==> src/rtl/saes_decrypt.sv <==
`default_nettype none
// ============================================================================
// Module      : saes_decrypt
// Description : Iterative Simplified-AES decryption core. Latches a 16-bit
//               ciphertext and key on start, expands the round keys over two
//               cycles, then applies the inverse rounds over three cycles.
//               Start/done handshake, fully registered outputs.
// Revision    : 1.0 - initial release
// ============================================================================
module saes_decrypt (
  input  logic        clk,
  input  logic        rst,
  input  logic        start,
  input  logic [15:0] ct_in,
  input  logic [15:0] key_in,
  output logic [15:0] pt_out,
  output logic        done,
  output logic        busy
);

  // Round constants for the two key-expansion steps
  localparam logic [7:0] C_RCON1 = 8'h80;
  localparam logic [7:0] C_RCON2 = 8'h30;

  typedef enum logic [2:0] {
    IDLE = 3'd0,
    KEY1 = 3'd1,
    KEY2 = 3'd2,
    RND0 = 3'd3,
    RND1 = 3'd4,
    RND2 = 3'd5
  } state_t;

  state_t      r_state;
  state_t      w_next;

  logic [15:0] r_ct;   // latched ciphertext
  logic [15:0] r_k0;   // latched key = K0 (w0w1)
  logic [15:0] r_k1;   // w2w3
  logic [15:0] r_k2;   // w4w5
  logic [15:0] r_st;   // round state

  logic [7:0]  w_w2, w_w3, w_w4, w_w5;
  logic [15:0] w_rnd1;
  logic [15:0] w_rnd2;

  // --------------------------------------------------------------------------
  // Nibble primitives
  // --------------------------------------------------------------------------
  function automatic logic [3:0] sbox(input logic [3:0] n);
    logic [3:0] r;
    case (n)
      4'h0: r = 4'h9;  4'h1: r = 4'h4;  4'h2: r = 4'hA;  4'h3: r = 4'hB;
      4'h4: r = 4'hD;  4'h5: r = 4'h1;  4'h6: r = 4'h8;  4'h7: r = 4'h5;
      4'h8: r = 4'h6;  4'h9: r = 4'h2;  4'hA: r = 4'h0;  4'hB: r = 4'h3;
      4'hC: r = 4'hC;  4'hD: r = 4'hE;  4'hE: r = 4'hF;  default: r = 4'h7;
    endcase
    return r;
  endfunction

  function automatic logic [3:0] inv_sbox(input logic [3:0] n);
    logic [3:0] r;
    case (n)
      4'h0: r = 4'hA;  4'h1: r = 4'h5;  4'h2: r = 4'h9;  4'h3: r = 4'hB;
      4'h4: r = 4'h1;  4'h5: r = 4'h7;  4'h6: r = 4'h8;  4'h7: r = 4'hF;
      4'h8: r = 4'h6;  4'h9: r = 4'h0;  4'hA: r = 4'h2;  4'hB: r = 4'h3;
      4'hC: r = 4'hC;  4'hD: r = 4'h4;  4'hE: r = 4'hD;  default: r = 4'hE;
    endcase
    return r;
  endfunction

  // Multiply by x in GF(2^4), reducing with x^4+x+1
  function automatic logic [3:0] gf_mul2(input logic [3:0] x);
    return {x[2:0], 1'b0} ^ (x[3] ? 4'h3 : 4'h0);
  endfunction

  // 9 = x^3 + 1
  function automatic logic [3:0] gf_mul9(input logic [3:0] x);
    return gf_mul2(gf_mul2(gf_mul2(x))) ^ x;
  endfunction

  // Key-expansion g(): RotNib, forward SubNib, then round constant
  function automatic logic [7:0] key_g(input logic [7:0] w, input logic [7:0] rcon);
    return rcon ^ {sbox(w[3:0]), sbox(w[7:4])};
  endfunction

  function automatic logic [15:0] inv_shift_rows(input logic [15:0] s);
    return {s[15:12], s[3:0], s[7:4], s[11:8]};
  endfunction

  function automatic logic [15:0] inv_sub_nib(input logic [15:0] s);
    return {inv_sbox(s[15:12]), inv_sbox(s[11:8]), inv_sbox(s[7:4]), inv_sbox(s[3:0])};
  endfunction

  function automatic logic [15:0] inv_mix_columns(input logic [15:0] s);
    logic [3:0] a0, b0, a1, b1;
    a0 = s[15:12];
    b0 = s[11:8];
    a1 = s[7:4];
    b1 = s[3:0];
    return {gf_mul9(a0) ^ gf_mul2(b0), gf_mul2(a0) ^ gf_mul9(b0),
            gf_mul9(a1) ^ gf_mul2(b1), gf_mul2(a1) ^ gf_mul9(b1)};
  endfunction

  // --------------------------------------------------------------------------
  // Combinational round logic, consumed only by registers
  // --------------------------------------------------------------------------
  assign w_w2   = r_k0[15:8] ^ key_g(r_k0[7:0], C_RCON1);
  assign w_w3   = w_w2 ^ r_k0[7:0];
  assign w_w4   = r_k1[15:8] ^ key_g(r_k1[7:0], C_RCON2);
  assign w_w5   = w_w4 ^ r_k1[7:0];
  assign w_rnd1 = inv_mix_columns(inv_sub_nib(inv_shift_rows(r_st)) ^ r_k1);
  assign w_rnd2 = inv_sub_nib(inv_shift_rows(r_st)) ^ r_k0;

  // --------------------------------------------------------------------------
  // State register
  // --------------------------------------------------------------------------
  always_ff @(posedge clk or posedge rst) begin
    if (rst) r_state <= IDLE;
    else     r_state <= w_next;
  end

  // Next-state sequencing: one fixed pass through the key and round steps
  always_comb begin
    w_next = r_state;
    case (r_state)
      IDLE:    if (start) w_next = KEY1;
      KEY1:    w_next = KEY2;
      KEY2:    w_next = RND0;
      RND0:    w_next = RND1;
      RND1:    w_next = RND2;
      RND2:    w_next = IDLE;
      default: w_next = IDLE;
    endcase
  end

  // Datapath and handshake registers, advanced by the current state
  always_ff @(posedge clk or posedge rst) begin
    if (rst) begin
      r_ct   <= 16'h0000;
      r_k0   <= 16'h0000;
      r_k1   <= 16'h0000;
      r_k2   <= 16'h0000;
      r_st   <= 16'h0000;
      pt_out <= 16'h0000;
      done   <= 1'b0;
      busy   <= 1'b0;
    end else begin
      done <= 1'b0;
      case (r_state)
        IDLE: begin
          if (start) begin
            r_ct <= ct_in;
            r_k0 <= key_in;
            busy <= 1'b1;
          end
        end
        KEY1: r_k1 <= {w_w2, w_w3};
        KEY2: r_k2 <= {w_w4, w_w5};
        RND0: r_st <= r_ct ^ r_k2;
        RND1: r_st <= w_rnd1;
        RND2: begin
          pt_out <= w_rnd2;
          done   <= 1'b1;
          busy   <= 1'b0;
        end
        default: ;
      endcase
    end
  end

endmodule
`default_nettype wire

==> config.mk <==
export PLATFORM = sky130hd
export DESIGN_NAME = saes_decrypt
export DESIGN_NICKNAME = d
export VERILOG_FILES = /design/src/rtl/saes_decrypt.sv
export SDC_FILE = /design/constraint.sdc
export NUM_CORES = 1
export LEC_CHECK = 0
export ABC_AREA = 1
export CORE_MARGIN = 2
export CORE_UTILIZATION = 54
export CTS_CLUSTER_DIAMETER = 200
export CTS_CLUSTER_SIZE = 14
export DETAILED_ROUTE_END_ITERATION = 8
export PLACE_DENSITY = 0.78
export SETUP_SLACK_MARGIN = 0.15
export SKIP_CTS_REPAIR_TIMING = 1
export SYNTH_ARGS = -nofsm -noshare
export SYNTH_HDL_FRONTEND = slang
export SYNTH_SLANG_ARGS = --single-unit
export TNS_END_PERCENT = 1
==> constraint.sdc <==
create_clock -name clk -period 2.98 [get_ports clk]
set_input_delay 0.298 -clock clk [delete_from_list [all_inputs] [get_ports clk]]
set_output_delay 0.298 -clock clk [all_outputs]
set_load 0.01 [all_outputs]
==> results.toml, run 1 <==
[power]
vdd_drop_max_v = 0.0006507
p_leak_nw = 3.696
power.density_nw_per_um2 = 1281

[logic_synthesis]
synth_area_um2 = 6594
syn_avg_cell_area_um2 = 7.757
seq_area_frac_synth_pct = 38.33
synthArstFlopShare_pct = 100.0
synth-edff-count = 0
yosysTopAreaCell = "dfrtp_1"
ys.flop_type = "dfrtp_1"
netlist.area_leader.share_pct = 38.33
yosys_warnings = 0
ys_types = 27
ys_top_cells_by_area = "dfrtp_1 (38%), nand2_1 (15%), ha_1 (9.7%)"
syn-num-nets = 936
synthTopCellsByCount = "nand2_1 (263), dfrtp_1 (101), nand3_1 (87)"
synthCells = 850
ys_ff_latch = 101
synth.most_common_cell = "nand2_1"

[floorplan]
std_cell_rows = 40
dieWidth_um = 114.5
dieArea_um2 = 13110
fp.dieH_um = 114.5
initial_utilization_pct = 55.13
pin_count = 53
core_um2 = 11960

[global_route]
grt_pass1_wl_um = 28860
grt_usage_pct = 28.78
grt_pass1_vias = 5515
grt_max_degree = 102
grt-ovfl-total = 0
antenna_found_initial = 0

[worst_setup_path]
critPathMaxStageDelay_ns = 0.48
rr_startpoint = "r_k1[1]$_DFFE_PP0N_"
cp_common_cell = "nand2_1"
cp-startpoint = "r_k1[1]$_DFFE_PP0N_"
arrival_ns = 2.32
worst_r2r_path_depth = 8
crit_chain = "inv_1, ha_1, nor2_1, o21ai_0, xor2_1, nand2_1, nand2_1, o21ai_1"
cp-end-kind = "register"
critPathRequiredTime_ns = 3.21
crit_slowest_cell = "dfrtp_1"
path_max_fanout = 9
path_class = "reg -> reg"
critPathLaunchType = "register"

[timing]
skew_ns = 0.009103
slew_headroom_pct = 49.32
rsz0062_at_grt = "false"
final_hold_viol_count = 0
fin_ws_ns = 0.8864
fin_crit_sh_pct = 70.26
setup_viol = 0
slew_violations = 0
fin_crit_ns = 2.094
worst_slew_pin_slew_ns = 0.7601
fmax_ghz = 0.4776
tns_ns = 0

[detailed_routing]
viasPerCell = 5.739
wl_um = 17690
dr.first_iter.drc_count = 668
wl_per_cell_um = 16.95
drc = 0
postRouteAntennaNets = 0
firstDrtPassIters = 6
via_count = 5991

[final_layout]
final_nets = 978
final_util_pct = 62.75
instances_no_fill = 1044
syn2layout_area_growth_pct = 13.83
layout-drive-gt1-share_pct = 6.132
antennaDiodeCount = 0

[clock_tree]
htreeDepth = 3
clkLatencyLatePin_ns = 0.36
root_buffer = "clkbuf_16"
clock-sinks = 101
path_clk_slew_ns = 0.07
cts_buffer_depth = 2
numCtsBuffers = 9
cts_tree = "built"

[place]
port_buffers = 52
place_ws_ns = 0.9449
dp_hpwl_um = 13350
numPlacedInstances = 1028
routabilityCongestion = 0.9595

[worst_hold_path]
min_path_type = "in -> async"

[status]
status = "finished clean"

[job]
drv_cap = 0
[cell families (layout without fill, tap and decap cells)]
logic type               count (synthesis)  after routing  share of synthesized area, %
AO/OA/AOI/OAI                          144            144                         11.71
flip-flops                             101            101                         38.33
multiplexers                            18             18                         3.074
AND/OR/NAND/NOR                        398            398                         25.62
XOR/XNOR                                40             40                         5.313
adder cells (fa/ha/maj)                 51             51                         9.677
buffers and inverters                   98            145                         6.281
[power by group]
part	internal, mW	switching (mW)	leakage, nW
logic	2.03	3.45	2.34
clock network	0.621	0.552	0.140
registers	2.04	0.922	1.22
[sequential cells by signal (all words and copies together), names as in the netlist]
name     cells
r_state      3
busy         1
done         1
r_st        16
r_k1        16
r_k0        16
pt_out      16
r_ct        16
r_k2        16
[cell usage in the layout, fill, tap and decap left out, types with 3 or more instances in the layout]
| master | n |
|---|---|
| clkdlybuf4s50_1 | 52 |
| clkbuf_16 | 9 |
| dfrtp_1 | 101 |
| o22ai_1 | 6 |
| o31ai_1 | 4 |
| xnor2_1 | 10 |
| nand3_1 | 86 |
| o211ai_1 | 12 |
| nand2_1 | 263 |
| inv_1 | 63 |
| nand3b_1 | 7 |
| inv_2 | 9 |
| o21ai_1 | 30 |
| xor2_1 | 30 |
| ha_1 | 51 |
| nand4_1 | 10 |
| nor2_1 | 26 |
| clkinvlp_4 | 3 |
| a21oi_1 | 45 |
| o21ai_0 | 46 |
| buf_4 | 3 |
| mux2_2 | 18 |
[critical path: cells and delay by family, from the launching register on]
kind / cells / cell delay, ns
flops: 1 / 0.48
compound gates: 2 / 0.45
simple gates: 3 / 0.31
buf+inv: 1 / 0.27
fa+ha+maj: 1 / 0.27
xor+xnor: 1 / 0.18
[per-layer routing]
metal  global-route usage, %  vias to the layer above  share of wire [%]  routed length [um]
met5                       0                        -                  0                   0
met4                   9.919                        0                2.2                 388
met3                   4.870                       23                7.2                1276
met2                   44.02                      228                 45                8050
met1                   41.46                     2861                 45                7978
li1                        -                     2879                  -                   -
[final timing paths]
path                                               end  slack, ns
worst max register to register     r_k2[5]$_DFFE_PP0P_       0.89
min in group clk                 pt_out[3]$_DFFE_PP0P_       0.49
worst max-delay path               r_k2[5]$_DFFE_PP0P_       0.89
worst min-delay path            pt_out[13]$_DFFE_PP0P_       0.43
worst min register to register   pt_out[3]$_DFFE_PP0P_       0.49
max in group asynchronous         r_k2[10]$_DFFE_PP0P_       2.12
[layout make-up]
cell class / count / area, um^2
Inverter: 73 / 277.8
Tap cell: 147 / 183.9
Clock buffer: 11 / 252.7
Clock inverter: 5 / 43.79
Fill cell: 1075 / 4456
Sequential cell: 101 / 2527
Multi-Input combinational cell: 651 / 3657
Timing Repair Buffer: 56 / 563.0
[per-stage QoR]
| stage | area [um^2] | total power [mW] | hold WS, ns |
|---|---|---|---|
| detailed placement | 7209 | 8.321 | 0.4717 |
| finish | 7506 | 9.617 | 0.4311 |
| floorplan | 6598 | 6.700 | 0.4344 |
| global placement | 7209 | 8.221 | 0.4557 |
| global route | 7506 | 10.48 | 0.5160 |
| CTS | 7506 | 9.533 | 0.4687 |
No activity file was read; power rests on OpenSTA's default activity.
==> run 2, diff against run 1 <==
Clock period 2.98 ns to 1.8 ns, I/O delays scaled along.
==> results.toml, run 2 (synthesis gave the netlist of run 1 again) <==
[status]
status = "finished clean"

[clock_tree]
cts_buffer_depth = 2
clock-sinks = 101
clkLatencyLatePin_ns = 0.36
root_buffer = "clkbuf_16"
cts_tree = "built"
htreeDepth = 3
path_clk_slew_ns = 0.07
numCtsBuffers = 9

[global_route]
grt_usage_pct = 29.90
grt-ovfl-total = 0
grtUsageMet2_pct = 47.18
grt_pass1_wl_um = 30050
grtUsageMet3_pct = 6.194
antenna_found_initial = 0
grt_max_degree = 56
gr-usage-met1_pct = 41.11
grt_pass1_vias = 5877
busiest_layer = "met2"

[final_layout]
nFillCells = 874
final_nets = 1061
layout-drive-gt1-share_pct = 26.53
final_area_um2 = 8625
instances_no_fill = 1127
antennaDiodeCount = 0
syn2layout_area_growth_pct = 30.80
final_common_cell = "nand2_1"
layout_common_cells = "nand2_1 (217), dfrtp_1 (97), buf_4 (79), nand3_1 (53), clkdlybuf4s50_1 (52)"

[detailed_routing]
dr.first_iter.drc_count = 596
postRouteAntennaNets = 0
wl_per_cell_um = 17.75
firstDrtPassIters = 5
drc = 0
wl_um = 20000
viasPerCell = 5.770
via_count = 6503

[power]
vdd_drop_max_v = 0.001425
power.total_mw = 19.36
p_leak_nw = 4.189
power.density_nw_per_um2 = 2244

[worst_setup_path]
path_class = "reg -> reg"
regToRegSetupSlack_ns = 0.02
worst_r2r_path_depth = 11
r2r-end = "r_st[8]$_DFFE_PP0P_"
rr_startpoint = "r_st[12]$_DFFE_PP0P_"
cp-end-kind = "register"
path_max_fanout = 4
arrival_ns = 2.03
critPathRequiredTime_ns = 2.05
critPathLaunchType = "register"

[timing]
final_hold_viol_count = 0
worst_slew_pin_slew_ns = 0.5143
setup_viol = 0
fmax_ghz = 0.5607
rsz0062_at_grt = "true"
slew_headroom_pct = 65.66
slew_violations = 0
fin_crit_sh_pct = 99.09
skew_ns = 0.006951
fin_crit_ns = 1.784

[place]
numPlacedInstances = 1099
port_buffers = 52
placed_area_um2 = 7780
routabilityCongestion = 0.9579
dp_hpwl_um = 14130

[floorplan]
core_um2 = 11960
dieWidth_um = 114.5
initial_utilization_pct = 55.13
pin_count = 53
std_cell_rows = 40
dieArea_um2 = 13110
fp.dieH_um = 114.5

[worst_hold_path]
min_path_type = "in -> async"

[job]
drv_cap = 0
-- run 2: changes by cell type in the layout (fill, tap and decap cells not counted), sizes merged --
cell / delta
clkbuf: -1
buf: +83
clkinvlp: -2
clkinv: +1
inv: +2
-- run 2: layout make-up --
class | count | area [um^2] | share of cell area, %
Sequential cell | 101 | 2532 | 29.36
Inverter | 73 | 282.8 | 3.279
Multi-Input combinational cell | 651 | 4103 | 47.57
Clock inverter | 6 | 45.04 | 0.5223
Clock buffer | 10 | 239.0 | 2.771
Tap cell | 147 | 183.9 | 2.133
Timing Repair Buffer | 139 | 1239 | 14.36
-- run 2: power breakdown --
group          internal [mW]  switching, mW
logic                   5.26           7.75
registers               3.40           1.04
clock network          0.989          0.912
total                   9.65           9.71
-- run 2: how the worst max path moves through the flow --
stage                    startpoint              endpoint  slack (ns)  cells after the start
6_report       r_st[12]$_DFFE_PP0P_   r_st[8]$_DFFE_PP0P_        0.02                     11
5_1_grt         r_st[1]$_DFFE_PP0P_  r_st[12]$_DFFE_PP0P_       -0.12                     12
4_1_cts         r_st[4]$_DFFE_PP0P_   r_st[1]$_DFFE_PP0P_       -0.01                     15
3_5_place_dp   r_st[12]$_DFFE_PP0P_  r_st[12]$_DFFE_PP0P_       0.008                     12
3_3_place_gp   r_st[12]$_DFFE_PP0P_  r_st[12]$_DFFE_PP0P_        0.04                     12
2_1_floorplan   r_k1[0]$_DFFE_PP0N_   r_k2[4]$_DFFE_PP0P_        0.20                      9
-- run 2: per-layer routing --
metal / share of wire [%] / vias to the layer above / wire length, um
met5: 0 / - / 0
met4: 3.9 / 0 / 790
met3: 8.6 / 73 / 1717
met2: 46 / 307 / 9210
met1: 41 / 3068 / 8282
li1: - / 3055 / -
-- run 2: through the flow --
stage	hold slack, ns	worst slack (ns)	utilization, %	setup TNS (ns)
after floorplan	0.3164	0.1954	-	0
final	0.1226	0.01645	72.10	0
after global routing	0.1386	-0.1163	72.10	-0.3042
after CTS	0.1270	-0.01419	67.42	-0.02818
after global placement	0.4587	0.04338	65.04	0
after detailed placement	0.4668	0.008399	65.04	0
-- run 2: critical path, stage by stage (launching register included) --
cell and delay (ns):
dfrtp_1 0.44, ha_2 0.20, nand3b_1 0.25, buf_4 0.19, nand3_1 0.08, nand2_2 0.09, nand2_1 0.08, nand2_2 0.06
nand2_2 0.08, nand2_1 0.07, nand3_2 0.09, nand2_1 0.05
==> run 3, diff against run 2 <==
Settings changed: CTS_BUF_LIST set to sky130_fd_sc_hd__clkbuf_8 sky130_fd_sc_hd__clkbuf_16, SETUP_SLACK_MARGIN 0.15 to unset.
==> results.toml, run 3 (synthesis gave the netlist of run 1 again) <==
[timing]
setup_viol = 0
fmax_ghz = 0.5693
skew_ns = 0.006943
slew_violations = 0
final_hold_viol_count = 0
fin_crit_ns = 1.757
tns_ns = 0
slew_headroom_pct = 66.19
worst_slew_pin_slew_ns = 0.5064
hold_ws_ns = 0.1220
rsz0062_at_grt = "true"
fin_crit_sh_pct = 97.59

[detailed_routing]
wl_um = 18760
wl_per_cell_um = 16.77
drc = 0
dr.first_iter.drc_count = 607
firstDrtPassIters = 5
via_count = 6344
postRouteAntennaNets = 0
viasPerCell = 5.669

[power]
combPwrFrac_pct = 65.1
clkPwrFrac_pct = 10.5
switchingPower_mw = 8.906
power.density_nw_per_um2 = 2188
p_leak_nw = 4.103
internal-power_mw = 9.145
vdd_drop_max_v = 0.001345
swShare_pct = 49.34
power.total_mw = 18.05
p_seq_share_pct = 24.4

[floorplan]
dieArea_um2 = 13110
core_um2 = 11960
std_cell_rows = 40
initial_utilization_pct = 55.13
dieWidth_um = 114.5
pin_count = 53
fp.dieH_um = 114.5

[worst_setup_path]
critPathBufInv = 4
cp-startpoint = "r_st[4]$_DFFE_PP0P_"
critPathRequiredTime_ns = 2.04
crit_chain = "inv_1, buf_4, ha_1, inv_1, nand2_1, nand3_2, nand2_2, nand2_2, nand2_2, inv_1, nand2_1, nand3_1, nand3_1, nand2_1, nand2_1"
rr_startpoint = "r_st[4]$_DFFE_PP0P_"
cpLargestDelayFamily = "simple AND/OR/NAND/NOR gates"
critPathLaunchType = "register"
crit_slowest_cell = "dfrtp_1"
arrival_ns = 2.00
cp-end-kind = "register"
cp_common_cell = "nand2_1"
path_class = "reg -> reg"
path_max_fanout = 4
critPathMaxStageDelay_ns = 0.35

[final_layout]
antennaDiodeCount = 0
final_nets = 1053
syn2layout_area_growth_pct = 25.14
final_util_pct = 68.99
layout-drive-gt1-share_pct = 18.72
layout_common_cells = "nand2_1 (248), dfrtp_1 (100), buf_4 (75), nand3_1 (71), clkdlybuf4s50_1 (52)"
final_common_cell = "nand2_1"
final_area_um2 = 8252

[place]
dp_hpwl_um = 14130
placed_area_um2 = 7780
port_buffers = 52
routabilityCongestion = 0.9579

[clock_tree]
numCtsBuffers = 9
cts_buffer_depth = 2
clkLatencyLatePin_ns = 0.35
path_clk_slew_ns = 0.07
root_buffer = "clkbuf_16"
cts_tree = "built"
htreeDepth = 3
clock-sinks = 101

[global_route]
grt-ovfl-total = 0
grt_pass1_vias = 5877
grt_max_degree = 56
grt_usage_pct = 29.90
antenna_found_initial = 0
grt_pass1_wl_um = 30050

[worst_hold_path]
min_path_type = "in -> async"

[job]
drv_cap = 0

[status]
status = "finished clean"
run 3: cell types whose count changed in the layout (fill, tap and decap cells not counted), moves of 7 or more:
| cell | previous run | this run |
|---|---|---|
| inv_1 | 44 | 51 |
| nand2_1 | 217 | 248 |
| ha_1 | 43 | 51 |
| nand2_2 | 41 | 15 |
| nand3_1 | 53 | 71 |
| nand3_2 | 32 | 16 |
run 3: power groups by stage:
stage / registers [mW] / logic, mW / clock network (mW)
2_1_floorplan: 4.33 / 6.76 / 0
3_3_place_gp: 4.32 / 10.7 / 0
3_5_place_dp: 4.35 / 10.9 / 0
4_1_cts: 4.32 / 11.0 / 1.93
5_1_grt: 4.52 / 13.0 / 2.02
6_report: 4.40 / 11.8 / 1.90
run 3: final cells by class:
cell class | instances | area, um^2
Multi-Input combinational cell | 651 | 3814
Fill cell | 958 | 3710
Sequential cell | 101 | 2529
Timing Repair Buffer | 131 | 1164
Inverter | 73 | 277.8
Clock buffer | 10 | 239.0
Tap cell | 147 | 183.9
Clock inverter | 6 | 45.04
run 3: layer usage:
layer  global-route usage, %  vias to the layer above  share of wire (%)
met5                       0                        -                  0
met3                   6.194                       49                8.0
met2                   47.18                      285                 45
li1                        -                     3029                  -
met1                   41.11                     2981                 43
met4                   10.24                        0                3.3
run 3: path summary, 6_finish.rpt:
path,to,slack (ns),depth (start not counted)
worst min-delay path,pt_out[14]$_DFFE_PP0P_,0.12,2
worst min register to register,busy$_DFFE_PP0P_,0.48,2
worst max-delay path,r_st[1]$_DFFE_PP0P_,0.04,15
min in group clk,r_k0[15]$_DFFE_PP0P_,0.40,3
worst max register to register,r_st[1]$_DFFE_PP0P_,0.04,15
max in group asynchronous,r_ct[14]$_DFFE_PP0P_,1.10,3
run 3: stage by stage:
| step | setup slack, ns | instances |
|---|---|---|
| floorplan | 0.1954 | 850 |
| CTS | -0.01419 | 1115 |
| finish | 0.04344 | 1119 |
| global route | -0.09991 | 1119 |
| detailed placement | 0.008399 | 1099 |
| global placement | 0.04338 | 1099 |
